<file path="src/rtl/tetris_pkg.sv">
// Shared types and constants for the falling-piece controller.
// Provides state/direction enums plus board and spawn geometry.
package tetris_pkg;

    typedef enum logic [2:0] {
        IDLE,
        CHECK,
        WAIT,
        APPLY,
        LOCK,
        WAIT_SPAWN
    } state_t;

    typedef enum logic [1:0] {
        DIR_LEFT,
        DIR_RIGHT,
        DIR_DOWN
    } dir_t;

    localparam int BOARD_ROWS = 20;
    localparam int BOARD_COLS = 16;

    localparam logic [3:0] DEF_SPAWN_X = 4'd4;
    localparam logic [4:0] DEF_SPAWN_Y = 5'd0;
    localparam logic [4:0] DEF_Y_MAX   = 5'd16;

endpackage

</file>
<file path="src/rtl/piece_move_ctrl_rise_pulse.sv">
// 1-bit rising-edge detector with async reset.
// Ports: clk, rst, d (level in), pulse (high while d=1 and last d=0).
module rise_pulse (
    input  logic clk,
    input  logic rst,
    input  logic d,
    output logic pulse
);

    logic prev;

    always_ff @(posedge clk or posedge rst) begin
        if (rst) prev <= 1'b0;
        else     prev <= d;
    end

    assign pulse = d & ~prev;

endmodule

</file>
<file path="src/rtl/piece_move_ctrl.sv">
// Falling-piece movement controller: move/gravity requests -> checker
// enables, then commits XPOS/YPOS or locks. Ports: clk, rst, moveLeft,
// moveRight, dropTick, spawn, canMove*, en*, XPOS, YPOS, pieceLocked, busy.
module piece_move_ctrl
    import tetris_pkg::*;
#(
    parameter logic [3:0] SPAWN_X = DEF_SPAWN_X,
    parameter logic [4:0] SPAWN_Y = DEF_SPAWN_Y,
    parameter logic [4:0] Y_MAX   = DEF_Y_MAX
) (
    input  logic       clk,
    input  logic       rst,
    input  logic       moveLeft,
    input  logic       moveRight,
    input  logic       dropTick,
    input  logic       spawn,
    input  logic       canMoveLeft,
    input  logic       canMoveRight,
    input  logic       canMoveDown,
    output logic       enLeft,
    output logic       enRight,
    output logic       enDown,
    output logic [3:0] XPOS,
    output logic [4:0] YPOS,
    output logic       pieceLocked,
    output logic       busy
);

    logic left_edge, right_edge;

    rise_pulse u_left (
        .clk   (clk),
        .rst   (rst),
        .d     (moveLeft),
        .pulse (left_edge)
    );

    rise_pulse u_right (
        .clk   (clk),
        .rst   (rst),
        .d     (moveRight),
        .pulse (right_edge)
    );

    state_t     state, next_state;
    dir_t       dir, next_dir;
    logic       pending, next_pending;
    logic [3:0] next_x;
    logic [4:0] next_y;

    logic en_left_d, en_right_d, en_down_d;
    logic locked_d, busy_d;

    // State and datapath registers
    always_ff @(posedge clk or posedge rst) begin
        if (rst) begin
            state   <= IDLE;
            dir     <= DIR_LEFT;
            pending <= 1'b0;
            XPOS    <= SPAWN_X;
            YPOS    <= SPAWN_Y;
        end else begin
            state   <= next_state;
            dir     <= next_dir;
            pending <= next_pending;
            XPOS    <= next_x;
            YPOS    <= next_y;
        end
    end

    // Next-state and position update
    always_comb begin
        next_state   = state;
        next_dir     = dir;
        next_pending = pending;
        next_x       = XPOS;
        next_y       = YPOS;

        // Gravity must not be lost while a move is in flight
        if (dropTick && state != IDLE && state != WAIT_SPAWN)
            next_pending = 1'b1;

        case (state)
            IDLE: begin
                if (dropTick || pending) begin
                    next_dir     = DIR_DOWN;
                    next_pending = 1'b0;
                    next_state   = CHECK;
                end else if (left_edge ^ right_edge) begin
                    next_dir   = left_edge ? DIR_LEFT : DIR_RIGHT;
                    next_state = CHECK;
                end
            end
            CHECK: next_state = WAIT;
            WAIT:  next_state = APPLY;
            APPLY: begin
                next_state = IDLE;
                case (dir)
                    DIR_LEFT:
                        if (canMoveLeft && XPOS != 4'd0)
                            next_x = XPOS - 4'd1;
                    DIR_RIGHT:
                        if (canMoveRight && XPOS != 4'd15)
                            next_x = XPOS + 4'd1;
                    DIR_DOWN:
                        if (canMoveDown && YPOS < Y_MAX)
                            next_y = YPOS + 5'd1;
                        else
                            next_state = LOCK;
                    default: next_state = IDLE;
                endcase
            end
            LOCK: begin
                next_pending = 1'b0;
                next_state   = WAIT_SPAWN;
            end
            WAIT_SPAWN: begin
                next_pending = 1'b0;
                if (spawn) begin
                    next_x     = SPAWN_X;
                    next_y     = SPAWN_Y;
                    next_state = IDLE;
                end
            end
            default: next_state = IDLE;
        endcase
    end

    // Outputs decoded from the upcoming state so they can be registered
    always_comb begin
        en_left_d  = (next_state == CHECK) && (next_dir == DIR_LEFT);
        en_right_d = (next_state == CHECK) && (next_dir == DIR_RIGHT);
        en_down_d  = (next_state == CHECK) && (next_dir == DIR_DOWN);
        locked_d   = (next_state == LOCK);
        busy_d     = (next_state != IDLE);
    end

    always_ff @(posedge clk or posedge rst) begin
        if (rst) begin
            enLeft      <= 1'b0;
            enRight     <= 1'b0;
            enDown      <= 1'b0;
            pieceLocked <= 1'b0;
            busy        <= 1'b0;
        end else begin
            enLeft      <= en_left_d;
            enRight     <= en_right_d;
            enDown      <= en_down_d;
            pieceLocked <= locked_d;
            busy        <= busy_d;
        end
    end

endmodule
</file>
<file path="config.mk">
export PLATFORM = sky130hd
export DESIGN_NAME = piece_move_ctrl
export DESIGN_NICKNAME = d
export VERILOG_FILES = /design/src/rtl/tetris_pkg.sv /design/src/rtl/piece_move_ctrl_rise_pulse.sv /design/src/rtl/piece_move_ctrl.sv
export SDC_FILE = /design/constraint.sdc
export NUM_CORES = 1
export LEC_CHECK = 0
export ABC_AREA = 1
export CORE_MARGIN = 1
export CORE_UTILIZATION = 50
export DETAILED_ROUTE_END_ITERATION = 10
export GPL_ROUTABILITY_DRIVEN = 0
export GPL_TIMING_DRIVEN = 0
export PLACE_DENSITY = 0.88
export SLEW_MARGIN = 5
export SYNTH_ARGS = -nofsm -noshare
export SYNTH_HDL_FRONTEND = slang
export SYNTH_SLANG_ARGS = --single-unit
export TNS_END_PERCENT = 10
</file>
<file path="constraint.sdc">
create_clock -name clk -period 2.2 [get_ports clk]
set_clock_uncertainty 0.15 [all_clocks]
set_input_delay 0.44 -clock clk [delete_from_list [all_inputs] [get_ports clk]]
set_output_delay 0.44 -clock clk [all_outputs]
set_load 0.02 [all_outputs]
</file>
Yosys cells after proc, flatten, opt, wreduce, memory -nomap -nowiden --
Index checks and enable logic that the tools add are counted.
Operators by class: bitwise logic cells 5, mux-type cells 22, add/subtract/negate cells 3, equality and inequality tests 19, reductions and logical operators 19, magnitude comparators 1
Operator list (number):
- $pmux W3 S6 | 1
- $pmux W4 S2 | 2
- $mux W3 | 5
- $mux W5 | 3
- $mux W4 | 3
- $pmux W5 S2 | 1
- $eq A3 B3 Y1 const B | 3
- $ne A3 B3 Y1 const B | 3
- $logic_and A1 B1 Y1 | 8
- $eq A3 B1 Y1 const B | 2
- $eq A3 B2 Y1 const B | 2
- $mux W2 | 3
- $ne A2 B2 Y1 const B | 3
- $reduce_bool A3 Y1 | 2
- $add A5 B1 Y5 const B | 1
- $lt A5 B5 Y1 const B | 1
- $reduce_and A5 Y1 | 1
- $add A4 B1 Y4 const B | 1
- $eq A2 B1 Y1 const B | 2
- $eq A2 B2 Y1 const B | 2
- $logic_not A2 Y1 | 2
- $ne A4 B4 Y1 const B | 1
- $reduce_and A4 Y1 | 1
- $reduce_bool A4 Y1 | 1
- 11 further kinds | 15
Word-level totals: flip-flop bits (word level) 22, input bits 9, logic and storage cells 81, output and inout bits 14

Longest topological paths before layout --
Gate-level depths: netlist of the first run.
word-level depth 8, gate-level depth with buffers 9, depth with buffers taken out 9

Cells and area by module --
From an unflattened synthesis of the first run, not the netlist that was laid out.
Second synthesis, totals: cells, all modules 153, area, all modules 1219.9 um2
Modules (own cells, without submodules):
- piece_move_ctrl | cells each 145, area an instance 1142.3 um2, sequential area each 501.7 um2, instances 1
- rise_pulse | cells each 4, area an instance 38.8 um2, sequential area each 25.0 um2, instances 2

Worst setup path before layout of the first run --
OpenSTA, ideal clock, no wires.
path kind reg-to-reg, start point register XPOS[0], end point register XPOS[1], stages on the path, launching flop included 5, setup time 0.083 ns, required time 1.967 ns, clock period less this slack 1.720 ns, arrival time 1.487 ns, setup slack 0.480 ns, path buffers 0, cell sequence dfrtp_1 inv_1 fa_1 or2_2 o21ai_0
Between the ends: word-level cells in the longest chain between the ends 4, elaborated cells between the ends (all ways) 13, those cells by class add/sub (2); eq/ne (3); mux (4); reduce/logical (4)
RTL lines:
- from (decl) | RTL line piece_move_ctrl.sv:23 | output logic [3:0] XPOS,
- from (signal assigned) | RTL line piece_move_ctrl.sv:66 | XPOS <= next_x;
- $add A4 B1 Y4 (tied with other cells) | RTL line piece_move_ctrl.sv:104 | next_x = XPOS + 4'd1;
- $mux W4 (tied with other cells) | RTL line piece_move_ctrl.sv:103 | if (canMoveRight && XPOS != 4'd15)
- $pmux W4 S2 or $ne A3 B3 Y1 (tied branches)
- $pmux W4 S2 or $reduce_and A5 Y1 (tied branches)
Parallel ways exist; a longest one is shown, timed or not. The select of a mux whose other input is x is not followed. A chain may end at the register's enable or synchronous reset.

Worst setup path in the final report of the first run --
start point register XPOS[2], end point output port XPOS[2]
No word-level cell between the ends.

==> results of run 1 <==
layout make-up:
cell class                      count  area (um^2)  area share [%]
Clock buffer                        3         22.5            1.49
Multi-Input combinational cell    107          546            36.2
Sequential cell                    22          552            36.6
Inverter                           27          103            6.80
Clock inverter                      1         30.0            1.99
Timing Repair Buffer               22          220            14.6
Tap cell                           28         35.0            2.32
layer usage:
layer | wire, um | vias to the layer above | part of all wire (%)
li1 | - | 536 | -
met1 | 995 | 497 | 43
met2 | 1160 | 21 | 50
met3 | 97 | 5 | 4.2
met4 | 46 | 0 | 2.0
met5 | 0 | - | 0
cell usage in the layout, fill, tap and decap left out:
master           count
a21oi_1              1
a221oi_1             1
bufinv_16            1
clkbuf_4             3
clkdlybuf4s50_1     22
clkinv_2             1
dfrtp_1             21
dfstp_2              1
fa_1                 1
ha_1                 3
inv_1               25
inv_2                1
nand2_1             42
nand2_4              2
nand3_1             10
nand3_2              1
nand4_1              1
nor2_1              24
nor2_4               1
nor3_1               1
nor3b_1              1
o211ai_1             1
o21ai_0              9
o21ai_1              1
o21ai_2              1
or2_2                2
xnor2_1              1
xor2_1               3
kinds of logic (layout without fill, tap and decap cells):
family	count (synthesis)	count (layout)
flip-flops	22	22
AO/OA/AOI/OAI	14	14
buffers and inverters	27	53
XOR/XNOR	4	4
adder cells (fa/ha/maj)	4	4
AND/OR/NAND/NOR	85	85
power groups by stage:
| stage | sequential [mW] | clock (mW) | combinational (mW) |
|---|---|---|---|
| floorplan | 0.819 | 0 | 0.703 |
| global placement | 0.721 | 0 | 1.11 |
| detailed placement | 0.732 | 0 | 1.16 |
| CTS | 0.723 | 0.317 | 1.17 |
| global route | 0.751 | 0.335 | 1.30 |
| finish | 0.724 | 0.316 | 1.15 |
flip-flops by register name (all words and copies together), names as in the netlist:
signal	count
u_right.prev	1
busy	1
enDown	1
enRight	1
pending	1
XPOS	4
state	3
pieceLocked	1
enLeft	1
YPOS	5
u_left.prev	1
dir	2
how the worst max path moves through the flow:
stage	endpoint	start	slack, ns
CTS	XPOS[2]	XPOS[2]	0.09
finish	XPOS[2]	XPOS[2]	0.09
detailed placement	enRight	moveLeft	0.30
global placement	enRight	moveLeft	0.35
global route	XPOS[2]	XPOS[2]	0.05
floorplan	XPOS[1]	XPOS[0]	0.48
metrics by stage:
step                setup slack, ns  util, %  instance area, um^2  power (mW)
floorplan                     0.480        -                 1200        1.52
global placement              0.352     65.2                 1460        1.83
detailed placement            0.299     65.2                 1460        1.89
CTS                          0.0877     67.5                 1510        2.21
global route                 0.0470     67.5                 1510        2.39
finish                       0.0948     67.5                 1510        2.19
==> results.txt, run 1 <==
R2R cell count = 5
leading area contributor after synthesis = dfrtp_1
worst skew pair latency = 0.33 ns
crit path kind = flip-flop to output pin
Internal = 1.24 mW
Peak Freq = 475 MHz
ANT cells = 0
met2 GRT Util = 33.8%
post-DP HPWL = 1.83 mm
syn_nets = 169
Yosys reg bits = 22
Max Root-Sink Buffers = 2
CTS tree = yes
Critical Path Fanout Max = 5
post-synthesis adder-cell area fraction = 4.80%
final worst path period share = 95.7%
Slew @ Worst Pin = 0.813 ns
final hold violation count = 0
Post-Syn Area = 1200 um^2
XOR/XNOR share of the synthesized area = 2.92%
gr ovfl total = 0
mean area per synthesized cell = 7.69 um^2
Rel. slew slack = 45.8%
P&R area growth vs syn = 25.7%
post-route ant nets = 0
Worst Hold End = XPOS[2]
setup violators final = 0
hold crit path type = flip-flop to flip-flop
fillers = 186
Syn Inst Count = 156
Final Max Tran Viols = 0
Area contributors post-synth = dfrtp_1 (44%), nand2_1 (13%), inv_1 (7.8%)
Largest stage delay, worst path = 0.61 ns
Clock power frac = 14.4%
unrepaired setup endpoints after global routing = no
sequential-to-total area share from yosys stat = 46.0%
Switching Power = 0.958 mW
first-pass GRT wire length = 3.91 mm
final std cells w/o fill = 210
Core Rows = 17
most frequent cell after synthesis = nand2_1
hold buffers post-CTS = 0
via-per-instance ratio = 5.04
post-synth top area share = 43.8%
Initial DRC Count = 22
synth warn = 0
CP Capture Type = output pin
CTS resizes = 0
clk sinks = 22
PwrDens = 1460 nW/um^2
main combinational cell family by area after synthesis = simple AND/OR/NAND/NOR gates
reg2reg start = dir[0]
Die Area = 2600 um^2
Commonest cells post-synth = nand2_1 (42), inv_1 (25), nor2_1 (24), dfrtp_1 (21), nand3_1 (10)
Cell variety after synth = 25
DRC errors left = 0
PortBufs = 22
die span in x = 51.0 um
Total Wirelength = 2.30 mm
Hold Path Cell Cnt = 2
clock slew at reported path FFs = 0.12 ns
core area = 2230 um^2
Root Driver = clkbuf_4
result of the run = finished, final reports clean
setup total negative slack = 0 ns
Inst Count DP = 206
GR Util met1 = 25.5%
slowest CP cell = clkdlybuf4s50_1
sw frac = 43.6%
antenna violations before repair = 0
layout cells sized above 1 = 7.69%
CTS Buf Count = 3
die height = 51.0 um
total track usage = 20.9%
GRT busiest layer = met2
Ports = 23
first-pass iteration count of the detailed router = 4
Synth Area in Compound Gates = 6.67%
largest net degree at the start of global routing = 23
max cap viols = 0
worst r2r dst = XPOS[1]
simple-gate share of the synthesized area = 31.1%
CP Data Arrival Time = 1.52 ns
fin crit period = 2.11 ns
Pleak = 0.784 nW
global-route met3 utilization = 5.36%
worst hold start = XPOS[2]
Worst IR Drop VDD = 0.000905 V
CP delay by family, top = buffers and inverters
WP data required = 1.61 ns
Worst Path Buf+Inv = 1
number of global-route vias before repair = 938
Post-synth ARST share = 100%
via count = 1059
Combinational Power Share = 52.6%
EDFF count, synth = 0
Starting Density = 53.7%
post-synthesis mux area share = 0%
R2R Setup Slk = 0.40 ns
part of the power in registers = 33.0%
hold slack = 0.383 ns
# nets final = 196
CP Depth = 1
CP Launch Type = flip-flop
Most used DFF post-synth = dfrtp_1
crit-path cells = clkdlybuf4s50_1
H-tree depth = 1
Avg WL per Cell = 10.9 um
postcts setup bufs = 0
Power figures use the tool's default switching activity.
==> inputs of run 2 (changes only) <==
--- a/config.mk
+++ b/config.mk
@@ -12,7 +12,7 @@
 export GPL_ROUTABILITY_DRIVEN = 0
 export GPL_TIMING_DRIVEN = 0
 export PLACE_DENSITY = 0.88
-export SLEW_MARGIN = 5
+export SLEW_MARGIN = 20
 export SYNTH_ARGS = -nofsm -noshare
 export SYNTH_HDL_FRONTEND = slang
 export SYNTH_SLANG_ARGS = --single-unit
==> constraint.sdc (replaced) <==
create_clock -name clk -period 2.27 [get_ports clk]
set_clock_uncertainty 0.15 [all_clocks]
set_input_delay 0.454 -clock clk [delete_from_list [all_inputs] [get_ports clk]]
set_output_delay 0.454 -clock clk [all_outputs]
set_load 0.02 [all_outputs]
==> results of run 2 <==
Same layout as run 1 (identical final DEF). Status: finished, final reports clean.
Main changes from that run: setup slack after placement 0.299 ns -> 0.355 ns; setup slack after layout 0.0948 ns -> 0.151 ns; register-to-register setup slack 0.40 ns -> 0.47 ns; total power 2.19 mW -> 2.13 mW; worst IR drop on VDD 0.000905 V -> 0.000877 V
==> inputs of run 3 (changes only) <==
--- a/config.mk
+++ b/config.mk
@@ -6,12 +6,14 @@
 export NUM_CORES = 1
 export LEC_CHECK = 0
 export ABC_AREA = 1
-export CORE_MARGIN = 1
-export CORE_UTILIZATION = 50
+export CELL_PAD_IN_SITES_DETAIL_PLACEMENT = 1
+export CELL_PAD_IN_SITES_GLOBAL_PLACEMENT = 1
+export CORE_MARGIN = 2
+export CORE_UTILIZATION = 37
 export DETAILED_ROUTE_END_ITERATION = 10
 export GPL_ROUTABILITY_DRIVEN = 0
 export GPL_TIMING_DRIVEN = 0
-export PLACE_DENSITY = 0.88
+export PLACE_DENSITY = 0.89
 export SLEW_MARGIN = 20
 export SYNTH_ARGS = -nofsm -noshare
 export SYNTH_HDL_FRONTEND = slang
==> results.txt, run 3 (synthesis results as in run 1) <==
result of the run = finished, final reports clean (unchanged)
WP data required = 1.67 ns (about the same)
H-tree depth = 1 (unchanged)
# nets final = 196 (unchanged)
final worst path period share = 93.3% (was 93.4%)
Clock power frac = 13.9% (was 14.4%)
layout cells sized above 1 = 7.69% (unchanged)
P&R area growth vs syn = 27.3% (was 25.7%)
Root Driver = clkbuf_4 (unchanged)
Top Metal Used = met4 (unchanged)
clock slew at reported path FFs = 0.12 ns (about the same)
CP delay by family, top = buffers and inverters (unchanged)
antenna violations before repair = 0 (unchanged)
gr ovfl total = 0 (unchanged)
Internal = 1.21 mW (was 1.20 mW)
die height = 60.9 um (was 51.0 um)
setup total negative slack = 0 ns (unchanged)
Initial DRC Count = 38 (was 22)
CP Launch Type = flip-flop (unchanged)
Critical Path Fanout Max = 5 (unchanged)
PortBufs = 22 (unchanged)
Seq. cell area = 552 um^2 (unchanged)
fin crit period = 2.12 ns (about the same)
CTS Buf Count = 3 (unchanged)
largest net degree at the start of global routing = 23 (unchanged)
Worst Path Buf+Inv = 1 (unchanged)
first-pass iteration count of the detailed router = 4 (unchanged)
sw frac = 45.1% (was 43.6%)
final core utilization = 49.6% (was 67.5%)
Total Wirelength = 2.93 mm (was 2.30 mm)
clk sinks = 22 (unchanged)
fillers = 404 (was 186)
Metal-1 WL = 1.28 mm (was 995 um)
Final Max Tran Viols = 0 (unchanged)
post-DP HPWL = 2.27 mm (was 1.83 mm)
CP Capture Type = output pin (unchanged)
Avg WL per Cell = 13.0 um (was 10.9 um)
Combinational Power Share = 53.9% (was 52.6%)
crit path kind = flip-flop to output pin (unchanged)
via-per-instance ratio = 4.79 (was 5.04)
Switching Power = 0.992 mW (was 0.928 mW)
max FFs per register = 5 (unchanged)
hold slack = 0.424 ns (was 0.383 ns)
Core Rows = 20 (was 17)
DRC errors left = 0 (unchanged)
part of the power in registers = 32.3% (was 33.0%)
ANT cells = 0 (unchanged)
number of global-route vias before repair = 1180 (was 938)
WL met2 = 1.56 mm (was 1.16 mm)
unrepaired setup endpoints after global routing = no (unchanged)
hold crit path type = flip-flop to flip-flop (unchanged)
final hold violation count = 0 (unchanged)
most frequent cells in the layout = nand2_1 (42), inv_1 (25), nor2_1 (24) (unchanged)
Largest stage delay, worst path = 0.61 ns (about the same)
Worst IR Drop VDD = 0.000526 V (was 0.000877 V)
Die Area = 3710 um^2 (was 2600 um^2)
core area = 3080 um^2 (was 2230 um^2)
Regs by FF count = YPOS: 5 flops, XPOS: 4 flops, state: 3 flops (unchanged)
first-pass GRT wire length = 5.08 mm (was 3.91 mm)
DR WL met3 = 81 um (was 97 um)
commonest non-fill, non-tap cell in the layout = nand2_1 (unchanged)
total track usage = 18.6% (was 20.9%)
postcts setup bufs = 0 (unchanged)
PwrDens = 1440 nW/um^2 (was 1410 nW/um^2)
Max Root-Sink Buffers = 2 (unchanged)
post-route ant nets = 0 (unchanged)
CTS tree = yes (unchanged)
die span in x = 60.9 um (was 51.0 um)
via count = 1082 (was 1059)
Rel. slew slack = 43.2% (was 45.8%)
worst skew pair latency = 0.31 ns (was 0.33 ns)
hold buffers post-CTS = 0 (unchanged)
max cap viols = 0 (unchanged)
Starting Density = 39.0% (was 53.7%)
Largest Register = YPOS (unchanged)
Overall Power = 2.20 mW (was 2.13 mW)
slowest CP cell = clkdlybuf4s50_1 (unchanged)
setup violators final = 0 (unchanged)
CTS resizes = 0 (unchanged)
Peak Freq = 472 MHz (about the same)
crit-path cells = clkdlybuf4s50_1 (unchanged)
Pleak = 0.784 nW (unchanged)
Slew @ Worst Pin = 0.851 ns (was 0.813 ns)
area of the multi-input gates = 546 um^2 (unchanged)
CP Data Arrival Time = 1.51 ns (was 1.52 ns)
Ports = 23 (unchanged)
run 3: path summary, 6_finish.rpt:
| kind | start | slack, ns | endpoint | cells past startpoint |
|---|---|---|---|---|
| setup / recovery | XPOS[2] | 0.15 | XPOS[2] | 1 |
| hold / removal | YPOS[1] | 0.42 | YPOS[1] | 2 |
| setup reg to reg | dir[0] | 0.42 | XPOS[1] | 5 |
| hold reg to reg | YPOS[1] | 0.42 | YPOS[1] | 2 |
| max in group asynchronous | rst | 0.99 | YPOS[3] | 2 |
| min in group asynchronous | rst | 0.44 | XPOS[3] | 2 |
run 3: metrics by stage:
step,area (um^2),instances,setup WS (ns)
final,1530,226,0.152
after global routing,1530,226,0.0990
after CTS,1530,226,0.143
after detailed placement,1480,222,0.341
after global placement,1480,222,0.395
after floorplan,1200,156,0.550
run 3: layout make-up:
cell class	count	share of cell area [%]
clock buffers	3	1.47
clock inverters	1	1.97
inverters	27	6.72
multi-input cells	107	35.7
flip-flops and latches	22	36.1
well taps	44	3.60
repair buffers	22	14.4
run 3: power by group through the flow:
stage	sequential (mW)	clock (mW)	combinational, mW
after floorplan	0.794	0	0.681
after global placement	0.699	0	1.10
after detailed placement	0.718	0	1.17
after CTS	0.710	0.310	1.20
after global routing	0.738	0.329	1.35
final	0.709	0.304	1.18
run 3: metal layers:
metal  GRT usage (%)  vias to the layer above
met5               0                        -
met4            8.07                        0
met3            1.92                        2
met2            33.3                       14
met1            22.5                      530
li1                -                      536
